===== src/rtl/ysyx_22040127_mem_arbiter.sv =====
// Round-robin arbiter sharing one memory port among NR_REQ requesters.
// One transaction in flight; address phase then response phase.
module ysyx_22040127_mem_arbiter #(
    parameter int NR_REQ = 2,
    parameter int ADDR_W = 64,
    parameter int DATA_W = 64
) (
    input  logic                       clk,
    input  logic                       rst,
    input  logic [NR_REQ-1:0]          req_valid,
    output logic [NR_REQ-1:0]          req_ready,
    input  logic [NR_REQ*ADDR_W-1:0]   req_addr,
    input  logic [NR_REQ-1:0]          req_wen,
    input  logic [NR_REQ*DATA_W-1:0]   req_wdata,
    input  logic [NR_REQ*DATA_W/8-1:0] req_wmask,
    output logic [NR_REQ-1:0]          resp_valid,
    output logic [DATA_W-1:0]          resp_rdata,
    output logic                       mem_valid,
    input  logic                       mem_ready,
    output logic [ADDR_W-1:0]          mem_addr,
    output logic                       mem_wen,
    output logic [DATA_W-1:0]          mem_wdata,
    output logic [DATA_W/8-1:0]        mem_wmask,
    input  logic                       mem_resp_valid,
    input  logic [DATA_W-1:0]          mem_rdata
);

    localparam int IW = (NR_REQ > 1) ? $clog2(NR_REQ) : 1;
    localparam int MW = DATA_W / 8;

    typedef enum logic [1:0] {IDLE, ADDR, RESP} state_e;

    state_e          state_q, state_d;
    logic [IW-1:0]   grant_q, grant_d;
    logic [IW-1:0]   ptr_q, ptr_d;

    logic [2*NR_REQ-1:0] rot;
    logic [IW:0]         pick_sum;
    logic [IW-1:0]       pick;
    logic                any_req;

    logic [NR_REQ-1:0]   grant_oh;
    logic                gnt_valid;
    logic                gnt_wen;
    logic [ADDR_W-1:0]   gnt_addr;
    logic [DATA_W-1:0]   gnt_wdata;
    logic [MW-1:0]       gnt_wmask;

    // Rotate so bit 0 is the requester at ptr; lowest set bit wins.
    always_comb begin
        rot      = {req_valid, req_valid} >> ptr_q;
        any_req  = 1'b0;
        pick_sum = '0;
        for (int i = NR_REQ - 1; i >= 0; i--) begin
            if (rot[i]) begin
                pick_sum = {1'b0, ptr_q} + (IW+1)'(i);
                any_req  = 1'b1;
            end
        end
        if (pick_sum >= (IW+1)'(NR_REQ))
            pick_sum = pick_sum - (IW+1)'(NR_REQ);
        pick = pick_sum[IW-1:0];
    end

    always_comb begin
        grant_oh  = '0;
        gnt_valid = 1'b0;
        gnt_wen   = 1'b0;
        gnt_addr  = '0;
        gnt_wdata = '0;
        gnt_wmask = '0;
        for (int i = 0; i < NR_REQ; i++) begin
            if (grant_q == IW'(i)) begin
                grant_oh[i] = 1'b1;
                gnt_valid   = req_valid[i];
                gnt_wen     = req_wen[i];
                gnt_addr    = req_addr[i*ADDR_W +: ADDR_W];
                gnt_wdata   = req_wdata[i*DATA_W +: DATA_W];
                gnt_wmask   = req_wmask[i*MW +: MW];
            end
        end
    end

    always_ff @(posedge clk) begin
        if (rst) begin
            state_q <= IDLE;
            grant_q <= '0;
            ptr_q   <= '0;
        end else begin
            state_q <= state_d;
            grant_q <= grant_d;
            ptr_q   <= ptr_d;
        end
    end

    always_comb begin
        state_d = state_q;
        grant_d = grant_q;
        ptr_d   = ptr_q;
        unique case (state_q)
            IDLE: begin
                if (any_req) begin
                    grant_d = pick;
                    state_d = ADDR;
                end
            end
            ADDR: begin
                if (!gnt_valid)
                    state_d = IDLE;
                else if (mem_ready)
                    state_d = RESP;
            end
            RESP: begin
                if (mem_resp_valid) begin
                    state_d = IDLE;
                    ptr_d   = (grant_q == IW'(NR_REQ - 1)) ? '0
                                                           : grant_q + IW'(1);
                end
            end
            default: state_d = IDLE;
        endcase
    end

    always_comb begin
        req_ready  = '0;
        resp_valid = '0;
        resp_rdata = '0;
        mem_valid  = 1'b0;
        mem_addr   = '0;
        mem_wen    = 1'b0;
        mem_wdata  = '0;
        mem_wmask  = '0;
        unique case (state_q)
            ADDR: begin
                mem_valid = gnt_valid;
                mem_addr  = gnt_addr;
                mem_wen   = gnt_wen;
                mem_wdata = gnt_wdata;
                mem_wmask = gnt_wmask;
                req_ready = grant_oh & {NR_REQ{mem_ready}};
            end
            RESP: begin
                if (mem_resp_valid) begin
                    resp_valid = grant_oh;
                    resp_rdata = mem_rdata;
                end
            end
            default: ;
        endcase
    end

endmodule

===== config.mk =====
export PLATFORM = sky130hd
export DESIGN_NAME = ysyx_22040127_mem_arbiter
export DESIGN_NICKNAME = d
export VERILOG_FILES = /design/src/rtl/ysyx_22040127_mem_arbiter.sv
export SDC_FILE = /design/constraint.sdc
export NUM_CORES = 1
export LEC_CHECK = 0
export BUFFER_PORTS_ARGS = -buffer_cell sky130_fd_sc_hd__buf_2
export CAP_MARGIN = 20
export CORE_AREA = 2 2 211 213
export DETAILED_ROUTE_END_ITERATION = 7
export DIE_AREA = 0 0 213 215
export PLACE_DENSITY_LB_ADDON = 0.05
export SLEW_MARGIN = 20
export SYNTH_ARGS = -nofsm -noshare
export SYNTH_HDL_FRONTEND = slang
export SYNTH_SLANG_ARGS = --single-unit

===== constraint.sdc =====
create_clock -name clk -period 3.35 [get_ports clk]
set_clock_uncertainty 0.05 [all_clocks]
set_input_delay 0.335 -clock clk [delete_from_list [all_inputs] [get_ports clk]]
set_output_delay 0.335 -clock clk [all_outputs]
set_load 0.02 [all_outputs]

After elaboration in Yosys (flattened, before gate mapping)
Cells that the tools add are included.
{"block": "totals", "ff_bits": 4, "in_bits": 344, "output_inout_bits": 206}
{"block": "op_classes", "n_addsub": 3, "magnitude_cmp": 1, "n_eq_ne": 5, "shifts": 1, "muxes": 28, "bitwise": 1, "reduce_logical": 4}
{"operator": "two-way mux 64 bit", "n": 6}
{"operator": "two-way mux 2 bit", "n": 9}
{"operator": "two-way mux 8 bit", "n": 2}
{"operator": "two-way mux 1 bit", "n": 10}
{"operator": "case mux 2 bit (3 select lines)", "n": 1}
{"operator": "inequality test 2 bit (second input constant)", "n": 2}
{"operator": "AND reduction 2 bit", "n": 2}
{"operator": ">> shifter 4 x 1 -> 2 bit", "n": 1}
{"operator": "inequality test 3 bit (second input constant)", "n": 1}
{"operator": "AND reduction 3 bit", "n": 1}
{"operator": "adder 1 x 1 -> 2 bit (second input constant)", "n": 1}
{"operator": "AND 2 bit", "n": 1}
{"operator": "equality test 2 x 1 -> 1 bit (second input constant)", "n": 1}
{"operator": "equality test 2 bit (second input constant)", "n": 1}
{"operator": ">= comparator 2 bit (second input constant)", "n": 1}
{"operator": "zero test 2 bit", "n": 1}
{"operator": "adder 1 bit (second input constant)", "n": 1}
{"operator": "subtractor 1 bit (second input constant)", "n": 1}

Longest topological paths before layout
{"block": "depth", "ltp_word": 5, "ltp_mapped": 5, "mapped_depth_nobuf": 3}

Least setup slack after synthesis
OpenSTA, ideal clock, no wires.
{"block": "synth_timing", "kind": "register to output", "from": "register grant_q", "to": "output port req_ready[0]", "t_arrival_ps": 1237, "setup_slack_ps": 1728, "path_stages_with_launch": 5, "path_buffers": 3, "cell_sequence": "dfxtp_1 > buf_2 > buf_6 > buf_4 > nor3_1"}
{"block": "synth_between", "elab_chain_len": 3}
{"item": "start, declared", "line_no": "34", "source": "logic [IW-1:0] grant_q, grant_d;"}
{"item": "start signal, assigned", "line_no": "91", "source": "grant_q <= grant_d;"}
{"item": "two-way mux 1 bit", "line_no": "73", "source": "if (grant_q == IW'(i)) begin"}
{"item": "AND 2 bit", "line_no": "140", "source": "req_ready = grant_oh & {NR_REQ{mem_ready}};"}
{"item": "two-way mux 2 bit", "line_no": "133", "source": "unique case (state_q)"}
{"item": "end, declared", "line_no": "11", "source": "output logic [NR_REQ-1:0] req_ready,"}
Every way passes these cells.

Worst setup path after layout
{"block": "layout_timing", "from": "register state_q[1]", "to": "output port resp_rdata[24]"}
{"block": "layout_between", "elab_chain_len": 2}
{"item": "start, declared", "line_no": "33", "source": "state_e state_q, state_d;"}
{"item": "start signal, assigned", "line_no": "90", "source": "state_q <= state_d;"}
{"item": "equality test 2 bit", "line_no": "133"}
{"item": "two-way mux 64 bit", "line_no": "133"}
{"item": "end, declared", "line_no": "17", "source": "output logic [DATA_W-1:0] resp_rdata,"}
Every way passes these cells.

==> run summary <==
Status - completed
Pwr Density - 182.8 mW/mm2
Ranking of synthesized cells by area - mux2i_1, nor2_1, and2_1, buf_2, buf_4
Vias in the first global route - 4816
Tot Pwr - 1.138 mW
Synth warnings - 0
Worst EP arrival - 1860 ps
Initial Utilization - 6.296%
Slew headroom - 57.72%
Register area share after synthesis - 2.914%
# setup viols final - 0
Netlist Area Pre-Place - 0.002748 mm2
Layout cells sized above 1 - 61.27%
Chain of cells forming the critical path - and3b_2 -> buf_4 -> and2_1 -> buf_2
Area Overhead vs Synth - 126.6%
CTS Sinks - 4
Adder-cell share of the synthesized area - 0%
Antenna violations before repair - 4
Req. time, crit path - 2960 ps
Hold-fix buffers, CTS - 0
Compound-cell area share of the yosys netlist - 1.366%
RR Endpoint - state_q[0]
Post-synth top area share - 50.27%
Crit path launch type - register
Peak supply drop - 127.4 uV
Die area - 0.04580 mm2
Final-report hold violation count - 0
Critical Path Source - state_q[1]
Gate Count Post-Synth - 403
Clk buf depth - 2
Setup repair bufs after CTS - 0
Critical Path Max Stage Delay - 630 ps
Quantity of gates resized following cts - 0
CP Class - register to output pin
Mux cell area share after synthesis - 50.27%
Post-Synth XOR/XNOR Area - 0%
Final ANT Viol Nets - 0
Remaining DRCs - 0
Per-cell routed wire length - 14.87 um
Max Freq - 444.7 MHz
Starting DRT DRC Count - 108
DR pass1 iterations - 4
Grt total ovfl - 0
Top cell type by total area after synthesis - mux2i_1
Gr usage total - 8.981%
R2r setup slk - 1720 ps
Die H - 215 um
Worst min-delay path class - input port to register
Main combinational cell family by area after synthesis - multiplexers
Post-synthesis simple-gate area fraction - 36.57%
Syn Area/Cell - 6.818 um2
Via count - 4697
Core Area - 0.04364 mm2
Critical path peak fanout - 46
TritonCTS buffer count - 3
Max Cap Violations - 0
Post-DP HPWL - 19.77 mm
Clock slew at reported path FFs - 30 ps
Die width - 213 um
Site Rows - 77
Pins over their slew limit - 0
Nets - 1272
Reg-to-reg startpoint - grant_q
Worst-margin pin slew - 634.2 ps
Crit share post-route - 67.12%
RSZ-0062 raised after global routing - no
Routability cong. - 0.7511
Largest net degree at the start of global routing - 67
# IOs - 550
#FFs+latches synth - 4
Final min period - 2249 ps
Syn nets - 747
Crit path capture type - output pin
Crit path capture - resp_rdata[24]
Clock Tree Root - clkbuf_16
H-tree depth - 1
Drt total wl - 22.63 mm
Synth cell types - 21
IO buf count - 549
Worst Reg-to-Reg Cells - 4
Via/cell ratio - 3.086
TritonCTS clock tree - done
Setup_tns - 0 ps
Global-route wire length before repair - 30.48 mm
Skew-Pair Late Insertion Delay - 230 ps
Worst hold slack - 329.2 ps
Slowest cell on crit path - and3b_2
LEAKAGE - 3.439 nW
## through the flow
stage                     instance area (um2)  util [%]  cells  setup WS (ps)
after floorplan                          2748         -    403           1728
after global placement                   6141     14.07   1515           1266
after detailed placement                 6141     14.07   1515           1284
after CTS                                6220     14.25   1519           1042
after global routing                     6225     14.26   1521          949.4
final                                    6227     14.27   1522           1101
## registers in the layout, indices dropped and copies added, names as in the netlist
register,count
grant_q,1
ptr_q,1
state_q,2
## synth_stat cells (all sizes together)
cell	number
nor2	140
o21ai	1
o41ai	1
mux2i	138
o31ai	1
dfxtp	4
and2	66
inv	3
and3b	1
nor3	5
or4b	1
o22a	1
clkbuf	5
nand2b	1
nor4b	1
buf	34
## critical path, delay by kind of cell, from the launching register on
kind,cells,cell delay (ps)
flops,1,400
simple gates,2,770
buf+inv,2,440
## layer usage
metal,GRT usage [%],part of all wire [%],up-vias
li1,-,-,2377
met1,7.897,32,2022
met2,19.31,57,290
met3,2.835,10,8
met4,1.422,0.88,0
met5,0,0,-
## logic make-up (layout without fill, tap and decap cells)
kind of cell           after synthesis  count (layout)
and+or+nand+nor                    215             215
muxes                              138             138
buffers and inverters               42             566
AOI/OAI and AO/OA                    4               4
DFF                                  4               4
other                                0               3
## area by class of cell
type,count,area [um2]
multi-input cells,357,2432
clock buffers,4,78.83
well taps,592,740.7
diodes,3,7.507
inverters,3,11.26
fillers,5193,37420
flip-flops and latches,4,83.83
repair buffers,559,2873
## where the power goes
part	internal (mW)	total, mW	switching, mW
combinational	0.383	0.883	0.501
clock	0.157	0.193	0.0359
sequential	0.0507	0.0618	0.0110
total	0.591	1.14	0.547
## layout by cell type, fill, tap and decap left out, drive strengths merged, types with 3 or more instances in the layout
master  count
mux2i     138
dfxtp       4
nor2      140
inv         3
diode       3
clkbuf      4
buf       559
nor3        5
and2       66
## worst min-delay path by stage
stage | cells past startpoint | end | start | slack, ps
2_1_floorplan | 1 | ptr_q | rst | 350
4_1_cts | 2 | ptr_q | rst | 330
6_report | 2 | ptr_q | rst | 330
5_1_grt | 2 | ptr_q | rst | 340
3_5_place_dp | 2 | ptr_q | ptr_q | 440
3_3_place_gp | 2 | ptr_q | ptr_q | 470
(Power assumes the default switching activity.)
